**config.mk**
```make
export PLATFORM = sky130hd
export DESIGN_NAME = hack_mem_arbiter_flat
export DESIGN_NICKNAME = d
export VERILOG_FILES = /design/src/rtl/hack_mem_arbiter_pkg.sv /design/src/rtl/hack_mem_arbiter_if.sv /design/src/rtl/hack_mem_arbiter_rr_arb2.sv /design/src/rtl/hack_mem_arbiter.sv /design/src/flat_wrapper.sv
export SDC_FILE = /design/constraint.sdc
export NUM_CORES = 1
export LEC_CHECK = 0
export CAP_MARGIN = 20
export CORE_UTILIZATION = 21
export CTS_CLUSTER_SIZE = 28
export DETAILED_ROUTE_END_ITERATION = 8
export PLACE_DENSITY = 0.76
export SLEW_MARGIN = 20
export SYNTH_ARGS = -nofsm -noshare
export SYNTH_HDL_FRONTEND = slang
export SYNTH_SLANG_ARGS = --single-unit
```
**constraint.sdc**
```tcl
create_clock -name clk -period 1 [get_ports clk]
set_input_delay 0.15 -clock clk [delete_from_list [all_inputs] [get_ports clk]]
set_output_delay 0.15 -clock clk [all_outputs]
set_load 0.005 [all_outputs]
```
**src/rtl/hack_mem_arbiter_pkg.sv**
```systemverilog
// Shared HACK memory-system constants: bus widths, screen base address and requester IDs.
// Also used by the screen controller and the RAM wrapper.
package hack_pkg;

  localparam int ADDR_W = 15;
  localparam int DATA_W = 16;
  localparam int SCR_W  = 13;
  localparam logic [ADDR_W-1:0] SCREEN_BASE = 15'h4000;

  typedef enum logic {
    REQ_CPU = 1'b0,
    REQ_SCR = 1'b1
  } req_id_e;

  // Screen offsets wrap inside the RAM address space; there is no overflow flag.
  function automatic logic [ADDR_W-1:0] scr_to_ram(input logic [ADDR_W-1:0] base,
                                                   input logic [SCR_W-1:0]  off);
    return base + ADDR_W'(off);
  endfunction

endpackage

```
**src/rtl/hack_mem_arbiter_if.sv**
```systemverilog
// Bundle of CPU data port, screen read port and RAM port around the memory arbiter.
// The master side is the requesters plus the RAM; the slave side is the arbiter.
interface hack_mem_arbiter_if;
  import hack_pkg::*;

  logic              cpu_req;
  logic              cpu_we;
  logic [ADDR_W-1:0] cpu_addr;
  logic [DATA_W-1:0] cpu_wdata;
  logic              cpu_gnt;
  logic              cpu_rvalid;
  logic [DATA_W-1:0] cpu_rdata;

  logic              scr_req;
  logic [SCR_W-1:0]  scr_addr;
  logic              scr_gnt;
  logic              scr_rvalid;
  logic [DATA_W-1:0] scr_rdata;

  logic              mem_en;
  logic              mem_we;
  logic [ADDR_W-1:0] mem_addr;
  logic [DATA_W-1:0] mem_wdata;
  logic [DATA_W-1:0] mem_rdata;

  modport master (
    output cpu_req, cpu_we, cpu_addr, cpu_wdata,
    input  cpu_gnt, cpu_rvalid, cpu_rdata,
    output scr_req, scr_addr,
    input  scr_gnt, scr_rvalid, scr_rdata,
    input  mem_en, mem_we, mem_addr, mem_wdata,
    output mem_rdata
  );

  modport slave (
    input  cpu_req, cpu_we, cpu_addr, cpu_wdata,
    output cpu_gnt, cpu_rvalid, cpu_rdata,
    input  scr_req, scr_addr,
    output scr_gnt, scr_rvalid, scr_rdata,
    output mem_en, mem_we, mem_addr, mem_wdata,
    input  mem_rdata
  );

endinterface

```
**src/rtl/hack_mem_arbiter_rr_arb2.sv**
```systemverilog
// Two-input round-robin picker; last records who was served most recently.
// Coming out of reset last = screen, so the CPU wins the first contended cycle.
module rr_arb2
  import hack_pkg::*;
(
  input  logic       clk,
  input  logic       reset,
  input  logic [1:0] req,
  output logic [1:0] gnt
);

  req_id_e last;

  always_comb begin
    gnt = 2'b00;
    if (!reset) begin
      if (req == 2'b11) gnt = (last == REQ_SCR) ? 2'b01 : 2'b10;
      else              gnt = req;
    end
  end

  always_ff @(posedge clk) begin
    if (reset)       last <= REQ_SCR;
    else if (gnt[0]) last <= REQ_CPU;
    else if (gnt[1]) last <= REQ_SCR;
  end

endmodule

```
**src/rtl/hack_mem_arbiter.sv**
```systemverilog
// Shares the single-port data RAM between the CPU data port and screen scan-out.
// Grants are same-cycle; read data is steered back one cycle after the grant.
module hack_mem_arbiter
  import hack_pkg::*;
#(
  parameter logic [ADDR_W-1:0] SCREEN_BASE_P = SCREEN_BASE
) (
  input logic             clk,
  input logic             reset,
  hack_mem_arbiter_if.slave bus
);

  logic [1:0] req;
  logic [1:0] gnt;
  logic [1:0] pend;

  assign req = {bus.scr_req, bus.cpu_req};

  rr_arb2 u_arb (
    .clk   (clk),
    .reset (reset),
    .req   (req),
    .gnt   (gnt)
  );

  assign bus.cpu_gnt = gnt[REQ_CPU];
  assign bus.scr_gnt = gnt[REQ_SCR];

  // Idle RAM port is driven to all zeros so nothing stale leaks onto the bus.
  always_comb begin
    bus.mem_en    = 1'b0;
    bus.mem_we    = 1'b0;
    bus.mem_addr  = '0;
    bus.mem_wdata = '0;
    if (gnt[REQ_CPU]) begin
      bus.mem_en    = 1'b1;
      bus.mem_we    = bus.cpu_we;
      bus.mem_addr  = bus.cpu_addr;
      bus.mem_wdata = bus.cpu_wdata;
    end else if (gnt[REQ_SCR]) begin
      bus.mem_en    = 1'b1;
      bus.mem_addr  = scr_to_ram(SCREEN_BASE_P, bus.scr_addr);
    end
  end

  always_ff @(posedge clk) begin
    if (reset) begin
      pend <= 2'b00;
    end else begin
      pend[REQ_CPU] <= gnt[REQ_CPU] & ~bus.cpu_we;
      pend[REQ_SCR] <= gnt[REQ_SCR];
    end
  end

  // Masking with reset keeps a read granted just before reset from surfacing.
  assign bus.cpu_rvalid = pend[REQ_CPU] & ~reset;
  assign bus.scr_rvalid = pend[REQ_SCR] & ~reset;
  assign bus.cpu_rdata  = bus.cpu_rvalid ? bus.mem_rdata : '0;
  assign bus.scr_rdata  = bus.scr_rvalid ? bus.mem_rdata : '0;

endmodule

```
**src/flat_wrapper.sv**
```systemverilog
// flat-port wrapper written by rule: the top's interface ports become plain ports
module hack_mem_arbiter_flat import hack_pkg::*;
#(
  parameter logic [ADDR_W-1:0] SCREEN_BASE_P = SCREEN_BASE
)
  (clk, reset, bus_cpu_req, bus_cpu_we, bus_cpu_addr, bus_cpu_wdata, bus_cpu_gnt, bus_cpu_rvalid, bus_cpu_rdata, bus_scr_req, bus_scr_addr, bus_scr_gnt, bus_scr_rvalid, bus_scr_rdata, bus_mem_en, bus_mem_we, bus_mem_addr, bus_mem_wdata, bus_mem_rdata);
  hack_mem_arbiter_if bus_i ();
  input logic clk;
  input logic reset;
  input wire logic [$bits(bus_i.cpu_req)-1:0] bus_cpu_req;
  input wire logic [$bits(bus_i.cpu_we)-1:0] bus_cpu_we;
  input wire logic [$bits(bus_i.cpu_addr)-1:0] bus_cpu_addr;
  input wire logic [$bits(bus_i.cpu_wdata)-1:0] bus_cpu_wdata;
  output wire logic [$bits(bus_i.cpu_gnt)-1:0] bus_cpu_gnt;
  output wire logic [$bits(bus_i.cpu_rvalid)-1:0] bus_cpu_rvalid;
  output wire logic [$bits(bus_i.cpu_rdata)-1:0] bus_cpu_rdata;
  input wire logic [$bits(bus_i.scr_req)-1:0] bus_scr_req;
  input wire logic [$bits(bus_i.scr_addr)-1:0] bus_scr_addr;
  output wire logic [$bits(bus_i.scr_gnt)-1:0] bus_scr_gnt;
  output wire logic [$bits(bus_i.scr_rvalid)-1:0] bus_scr_rvalid;
  output wire logic [$bits(bus_i.scr_rdata)-1:0] bus_scr_rdata;
  output wire logic [$bits(bus_i.mem_en)-1:0] bus_mem_en;
  output wire logic [$bits(bus_i.mem_we)-1:0] bus_mem_we;
  output wire logic [$bits(bus_i.mem_addr)-1:0] bus_mem_addr;
  output wire logic [$bits(bus_i.mem_wdata)-1:0] bus_mem_wdata;
  input wire logic [$bits(bus_i.mem_rdata)-1:0] bus_mem_rdata;
  assign bus_i.cpu_req = bus_cpu_req;
  assign bus_i.cpu_we = bus_cpu_we;
  assign bus_i.cpu_addr = bus_cpu_addr;
  assign bus_i.cpu_wdata = bus_cpu_wdata;
  assign bus_cpu_gnt = bus_i.cpu_gnt;
  assign bus_cpu_rvalid = bus_i.cpu_rvalid;
  assign bus_cpu_rdata = bus_i.cpu_rdata;
  assign bus_i.scr_req = bus_scr_req;
  assign bus_i.scr_addr = bus_scr_addr;
  assign bus_scr_gnt = bus_i.scr_gnt;
  assign bus_scr_rvalid = bus_i.scr_rvalid;
  assign bus_scr_rdata = bus_i.scr_rdata;
  assign bus_mem_en = bus_i.mem_en;
  assign bus_mem_we = bus_i.mem_we;
  assign bus_mem_addr = bus_i.mem_addr;
  assign bus_mem_wdata = bus_i.mem_wdata;
  assign bus_i.mem_rdata = bus_mem_rdata;
  hack_mem_arbiter #(.SCREEN_BASE_P(SCREEN_BASE_P)) u_core (.clk(clk), .reset(reset), .bus(bus_i));
endmodule
```
**Word-level counts from Yosys, hierarchy flattened**

Cells that the tools add are included.

- Eq/ne operators: 1
- Reduce and logical (&&, ||, !) cells: 1
- Bitwise gates (word level): 5
- Mux-type cells: 13
- Add/sub/neg operators: 1

Operators with widths:

| operator | number |
|---|---|
| $mux W16 | 3 |
| $mux W15 | 2 |
| $add A15 B13 Y15 const A | 1 |
| $mux W2 | 3 |
| $mux W1 | 5 |
| $and A1 B1 Y1 | 3 |
| $eq A2 B2 Y1 const B | 1 |
| $not A1 Y1 | 2 |
| $reduce_bool A2 Y1 | 1 |

- Output and inout bits: 69
- Bits in registers: 3

**Logic depth before layout (Yosys ltp)**

Gate-level depths: netlist of run 1.

- Word-level depth: 5
- Mapped depth: 4
- Mapped depth without buffers: 2

**Hierarchy**

Synthesis of run 1 repeated with hierarchy kept, for this count alone.

- Cells, all modules: 86
- Area total of the unflattened synthesis: 696.9 um2

Modules (own cells, without submodules):

| module | cells an instance | seq. area each (um2) | instances | area each (um2) |
|---|---|---|---|---|
| hack_mem_arbiter | 79 | 40.0 | 1 | 639.4 |
| rr_arb2 | 7 | 20.0 | 1 | 57.6 |

**Worst setup path after synthesis of run 1**

OpenSTA, ideal clock, no wires.

- Kind: register -> output
- Start: register u_core.u_arb.last
- End: output bus_mem_wdata[0]
- Cell stages (with the launch flop): 5
- Buffers on the path: 2
- Slack: -0.061 ns
- Data arrival time: 0.911 ns
- Path through: dfxtp_1 -> nor2b_1 -> buf_2 -> buf_2 -> nor3b_1

- Cells in the longest elaborated chain, start to end: 4

Ends and longest elaborated chain:

| element | RTL line | source |
|---|---|---|
| start: declaration | hack_mem_arbiter_rr_arb2.sv:12 | `req_id_e last;` |
| start signal: assignment | hack_mem_arbiter_rr_arb2.sv:23 | `if (reset) last <= REQ_SCR;` |
| start signal: assignment | hack_mem_arbiter_rr_arb2.sv:24 | `else if (gnt[0]) last <= REQ_CPU;` |
| start signal: assignment | hack_mem_arbiter_rr_arb2.sv:25 | `else if (gnt[1]) last <= REQ_SCR;` |
| $mux W2 (2 in series) | hack_mem_arbiter_rr_arb2.sv:17 | `if (req == 2'b11) gnt = (last == REQ_SCR) ? 2'b01 : 2'b10;` |
| $mux W2 | hack_mem_arbiter_rr_arb2.sv:16 | `if (!reset) begin` |
| $mux W16 | hack_mem_arbiter.sv:35 | `if (gnt[REQ_CPU]) begin` |
| end: declaration | flat_wrapper.sv:25 | `output wire logic [$bits(bus_i.mem_wdata)-1:0] bus_mem_wdata;` |

Every way passes these cells.

**Final worst setup path of run 1**

- Start: register u_core.u_arb.last
- End: output bus_mem_wdata[9]

The elaborated chain is that of the path after synthesis.

==> out/metrics.csv, run 1 <==
metric,value,unit
failed_checks,setup timing,
final_antenna_net_count,0,
powerDensity,499.8,mW/mm^2
avgViaCountPerCell,4.792,
via_count,1634,
cts_buffers,3,
nets,357,
multi_input_area,0.001067,mm^2
r2r-end,u_core.pend[1],
fillers,229,
antenna_cells,0,
rsz0062_at_grt,yes,
leakagePower,1.391,nW
worstSetupStartpoint,u_core.u_arb.last,
status,finished with violations,
syn_inst,122,
hpwl,3183,um
setup_viol,71,
die_area,0.004617,mm^2
grt_max_degree,16,
yosys_register_bits,3,
skew,0.005208,ns
drc,0,
area_growth,244.5,%
syn_avg_cell_area,7.487,um^2
synth_ff_type,dfxtp_1,
dieHeight,67.95,um
synth_top_area_share,21.92,%
reg2reg_slack,-0.08,ns
place_ws,-0.9271,ns
fin_crit_sh,147.0,%
slew_headroom,86.81,%
clkSinkCount,3,
seq_area,63.81,um^2
irDropWorstVdd,0.5335,mV
worst_slack,-0.4703,ns
min_period,1.470,ns
insertion_delay,0.22,ns
avgRoutedWirePerCell,17.50,um
netSwitchingFraction,30.00,%
synth.most_common_cell,and2_1,
wl,5969,um
htreeDepth,1,
tightest_slew,0.1979,ns
drive_gt1_share,67.01,%
die-width,67.95,um
gp_congestion,0.6636,
cts_tree,done,
max_freq,0.6801,GHz
hold_violations,0,
ios,134,
first_iter_violations,27,
hp-class,in2reg,
setup_tns,-23.87,ns
yosys_warnings,0,
synth-edff-count,0,
synth_common_cells,"32 x and2_1, 27 x nand2b_1, 18 x nor3b_1, 10 x o32ai_2, 7 x buf_2",
pwr-share-clk,24.0,%
yosysTopAreaCell,and2_1,
p_total,1.573,mW
core-area,0.004086,mm^2
fin_hold_ws,0.3543,ns
num_rows,23,
ys_seq_area_share,6.575,%
worstSetupStartpointType,flip-flop,
synth_fp_nets,187,
criticalPathCategory,reg2out,
comb_power_share,67.5,%
dr.pass1.iters,4,
postCtsHoldBufs,0,
grt_remaining_overflow,0,
p_seq_share,8.5,%
end_kind,output pin,
critPathArrivalTime,1.32,ns
ys_types,20,
final_max_slew_viol_count,0,
reg2regPathDepth,5,
cts_root_buf,clkbuf_8,
maxCapViolCount,0,
grt_pass1_vias,1433,
grt_usage,20.30,%
p_switching,0.4718,mW
setup.worst_path.end,bus_mem_wdata[9],
antenna_found_initial,0,
synth.area.top_cells,"and2_1 22%, nand2b_1 18%, o32ai_2 18%, nor3b_1 15%, dfxtp_1 6.6%",
path_clk_slew,0.04,ns
start_util,22.35,%
grt_first_pass_wirelength,7072,um
critPathRequiredTime,0.85,ns
synthesis.area,913.4,um^2
p_int,1.101,mW
r2r-start,u_core.u_arb.last,
numPortBuffers,133,
async_flop_share,0,%
cts_buffer_depth,2,
crit_path_max_fanout,4,
==> layout by cell type, fill, tap and decap left out <==
cell / count
inv_1: 1
o32ai_2: 9
buf_12: 13
nand2b_1: 27
nor2_4: 2
buf_8: 3
a21bo_4: 1
clkbuf_8: 3
nor2b_4: 3
nor3_2: 1
bufbuf_16: 1
or2_4: 1
and2_4: 32
a21o_1: 1
dfxtp_2: 3
clkbuf_2: 1
nor2_2: 1
buf_4: 2
nand2_1: 2
clkbuf_1: 1
o32ai_4: 4
nor3b_2: 18
buf_2: 35
dlygate4sd2_1: 1
a21oi_2: 1
buf_16: 4
clkdlybuf4s50_1: 61
buf_6: 57
nor2_1: 2
==> cell type report <==
type                    count  area share (%)
well taps                  50           1.988
flip-flops and latches      3           2.028
clock buffers               4           1.431
inverters                   1          0.1193
multi-input cells         105           33.92
repair buffers            178           60.52
==> flip-flops by register name (all words and copies together) (netlist names) <==
name,count
u_core.pend,2
u_core.u_arb.last,1
==> worst min-delay path by stage <==
stage | start | end | slack, ns | cells after the start
2_1_floorplan | bus_cpu_we | u_core.pend[0] | 0.23 | 1
3_3_place_gp | u_core.u_arb.last | u_core.u_arb.last | 0.50 | 2
3_5_place_dp | u_core.u_arb.last | u_core.u_arb.last | 0.51 | 2
4_1_cts | reset | u_core.pend[1] | 0.38 | 3
5_1_grt | reset | u_core.pend[1] | 0.37 | 3
6_report | reset | u_core.pend[1] | 0.35 | 3
==> per-layer routing <==
metal | up-vias | track usage [%] | wire [um]
met5 | - | 0 | 0
met4 | 0 | 3.125 | 125
met3 | 12 | 4.667 | 427
met2 | 82 | 42.77 | 3387
met1 | 782 | 19.57 | 2029
li1 | 758 | - | -
==> per-stage QoR <==
step | instances | area, um^2 | util (%)
final | 341 | 3147 | 77.01
after CTS | 339 | 2953 | 72.26
after global placement | 304 | 2499 | 61.15
after detailed placement | 304 | 2499 | 61.15
after floorplan | 122 | 1010 | -
after global routing | 341 | 3147 | 77.01
==> repair_timing <==
item,in CTS,in global routing
resized for setup,357,50
buffers inserted,24,6
setup endpoints to repair,70,72
gates cloned,8,0
pin swaps,33,9
==> logic make-up after synthesis <==
family	share of synthesized area (%)
simple gates	61.92
flops	6.576
buf+inv	8.355
compound gates	23.15
==> worst max-delay path, stage by stage, from the launching register on <==
cell     delay [ns]
dfxtp_2        0.35
nor2b_4        0.07
buf_6          0.14
buf_16         0.13
buf_6          0.10
nor3b_2        0.15
buf_2          0.15
==> power groups by stage <==
stage          Clock [mW]  Sequential [mW]  Combinational [mW]
6_report            0.378            0.133                1.06
5_1_grt             0.386            0.134                1.12
4_1_cts             0.366            0.133               0.972
3_5_place_dp            0            0.134               0.809
3_3_place_gp            0            0.134               0.801
2_1_floorplan           0            0.132               0.279
Power figures use the tool's default switching activity.
==> inputs of run 2 (changes only) <==
--- a/config.mk
+++ b/config.mk
@@ -5,12 +5,15 @@
 export SDC_FILE = /design/constraint.sdc
 export NUM_CORES = 1
 export LEC_CHECK = 0
+export ABC_AREA = 1
 export CAP_MARGIN = 20
-export CORE_UTILIZATION = 21
+export CORE_UTILIZATION = 18
 export CTS_CLUSTER_SIZE = 28
 export DETAILED_ROUTE_END_ITERATION = 8
+export MAX_ROUTING_LAYER = met4
 export PLACE_DENSITY = 0.76
 export SLEW_MARGIN = 20
 export SYNTH_ARGS = -nofsm -noshare
 export SYNTH_HDL_FRONTEND = slang
+export SYNTH_HIERARCHICAL = 1
 export SYNTH_SLANG_ARGS = --single-unit
==> run 2 against run 1 <==
The run still ends with setup timing left. Clock skew shrank 0.0043 ns. Wire length fell by 26%. Count of clock-buffer cells in the layout is the same. Synthesized cell count increased by 30%. Flip-flop and latch count unchanged. Sequential power barely moved. Worst hold slack got worse by 0.18 ns. Core utilization fell by 7.0 points. Critical path depth up 4. Largest cell class unchanged.
==> out/metrics.csv, run 2 <==
metric,value,unit,change
status,finished with violations,,
failed_checks,setup timing,,
max_freq,0.6530,GHz,-4.0%
yosys_register_bits,3,,unchanged
ios,134,,unchanged
synthesis.area,738.2,um^2,-19%
wl,4427,um,-26%
num_rows,22,,-4.3%
crit_path_max_fanout,7,,+3
yosysTopAreaCell,nand2_1,,
die_area,0.004361,mm^2,-5.5%
clkSinkCount,3,,unchanged
postLayoutCellArea,0.002660,mm^2,-15%
critPathRequiredTime,0.85,ns,about the same
slew_headroom,88.18,%,+1.4 points
nets,399,,+12%
final_cell_mix,"58 x buf_2, 57 x clkdlybuf4s50_1, 38 x buf_6, 30 x nand2_1, 25 x inv_1",,
registers.top_by_ff_count,u_core/pend,,
min_period,1.531,ns,+0.06108 ns
via_count,1622,,-0.73%
async_flop_share,0,%,unchanged
dieHeight,66.04,um,-2.8%
synth.most_common_cell,nand2_1,,
synth_common_cells,"50 x nand2_1, 41 x inv_1, 34 x nor2_1, 14 x nand3_1",,
numPortBuffers,133,,unchanged
grt_pass1_vias,1513,,+5.6%
cp_slowest_cell,dfxtp_2,,
end_kind,output pin,,
maxCapViolCount,0,,unchanged
setup_viol,71,,unchanged
synth_fp_nets,224,,+20%
path_clk_slew,0.03,ns,about the same
yosys_warnings,6,,+6
synth_ff_type,dfxtp_1,,
worstSetupStartpointType,flip-flop,,
skew,0.0009064,ns,-0.004301 ns
avgViaCountPerCell,4.257,,-11%
hpwl,2919,um,-8.3%
antenna_cells,0,,unchanged
irDropWorstVdd,0.3673,mV,-31%
start_util,19.43,%,-2.9 points
critPathArrivalTime,1.38,ns,+0.06 ns
criticalPathCategory,reg2out,,
hp-class,in2reg,,
final_max_slew_viol_count,0,,unchanged
synth_top_area_share,25.42,%,+3.5 points
fin_hold_ws,0.1761,ns,-0.1782 ns
final_common_cell,buf_2,,
final_antenna_net_count,0,,unchanged
largest_register_ff_count,2,,unchanged
fin_crit_sh,153.1,%,+6.1 points
cts_root_buf,clkbuf_8,,
core-area,0.003799,mm^2,-7.0%
slowest_delay,0.32,ns,-0.03 ns
tightest_slew,0.1772,ns,-0.02074 ns
leakagePower,1.553,nW,+12%
syn_avg_cell_area,4.643,um^2,-38%
drive_gt1_share,58.56,%,-8.5 points
reg.largest.list,"u_core/pend: 2 flops, u_core/u_arb/last: 1 flops",,
crit_chain,"buf_6, nand2_2, inv_2, nor2_4, buf_12, buf_12, buf_6, nand3_2, nand2_1, buf_2",,
synth.area.top_cells,"nand2_1 25%, inv_1 21%, nor2_1 17%, nand3_1 9.5%, dfxtp_1 8.1%",,
worst_slack,-0.5314,ns,-0.06108 ns
drc,0,,unchanged
powerDensity,498.5,mW/mm^2,-0.25%
cts_buffers,3,,unchanged
htreeDepth,1,,unchanged
crit_buf_inv,6,,+2
grt_usage,19.63,%,-0.66 points
ys_types,14,,-30%
grt_first_pass_wirelength,6437,um,-9.0%
synth-edff-count,0,,unchanged
place_area,0.002148,mm^2,-14%
rsz0062_at_grt,yes,,
gp_congestion,0.8307,,+25%
antenna_found_initial,0,,unchanged
grt_max_degree,16,,unchanged
first_iter_violations,17,,-37%
syn_inst,159,,+30%
avgRoutedWirePerCell,11.62,um,-34%
area_growth,260.3,%,
ys_seq_area_share,8.136,%,+1.6 points
hold_violations,0,,unchanged
cts_buffer_depth,2,,unchanged
fillers,340,,+48%
insertion_delay,0.21,ns,about the same
die-width,66.04,um,-2.8%
dr.pass1.iters,2,,-2
grt_remaining_overflow,0,,unchanged
postCtsHoldBufs,0,,unchanged
cts_tree,done,,
cpLargestDelayFamily,buffers and inverters,,
[run 2: final cells by class]
type,count,area [um^2],share of cell area [%]
clock buffer,4,45.04,1.693
inverter,44,185.2,6.961
multi-input combinational,106,721.9,27.14
sequential,3,68.82,2.587
tap,48,60.06,2.258
timing repair buffer,176,1579,59.36
[run 2: routing by layer]
layer / wire length, um / global-route usage, % / vias to the layer above
li1: - / - / 793
met1: 1463 / 18.57 / 731
met2: 2431 / 38.65 / 96
met3: 517 / 5.345 / 2
met4: 14 / 4.787 / 0
met5: 0 / - / -
[run 2: power by group]
part           leakage (nW)  total, mW  internal, mW  switching [mW]
sequential           0.0259      0.131         0.124         0.00699
clock                0.0228      0.342         0.271          0.0710
combinational          1.50      0.853         0.522           0.331
[run 2: cells by family (layout without fill, tap and decap cells)]
logic type | count (synthesis) | in the layout | synth area share, %
simple gates | 103 | 105 | 58.31
buf+inv | 52 | 224 | 32.88
flops | 3 | 3 | 8.136
compound gates | 1 | 1 | 0.6773
[run 2: path summary, 6_finish.rpt]
| path | start | to | slack, ns | cells after the start |
|---|---|---|---|---|
| min reg2reg | u_core/u_arb/last | u_core/u_arb/last | 0.58 | 3 |
| max reg2reg | u_core/u_arb/last | u_core/pend[0] | -0.22 | 9 |
| min | reset | u_core/u_arb/last | 0.18 | 3 |
| max | u_core/u_arb/last | bus_mem_addr[6] | -0.53 | 10 |
[run 2: tightest hold or removal path, cell delays in order]
cell,delay [ns]
buf_2,0.10
inv_2,0.05
nand3_2,0.06
[run 2: stage by stage]
step           TNS [ns]  worst slack, ns  total power, mW  util, %  std cells
3_3_place_gp     -55.85          -0.9220           0.7823    56.55        340
3_5_place_dp     -56.73          -0.9547           0.7885    56.55        340
5_1_grt          -23.72          -0.6049            1.419    70.03        381
2_1_floorplan    -1.914         -0.08486           0.3165        -        159
6_report         -20.03          -0.5314            1.326    70.03        381
4_1_cts          -21.34          -0.6151            1.290    65.05        384
[run 2: what timing repair did]
action,4_1_cts,5_1_grt
setup endpoints to repair,71,72
buffers inserted,36,7
pin swaps,21,15
gates cloned,5,0
gates resized for setup,357,77
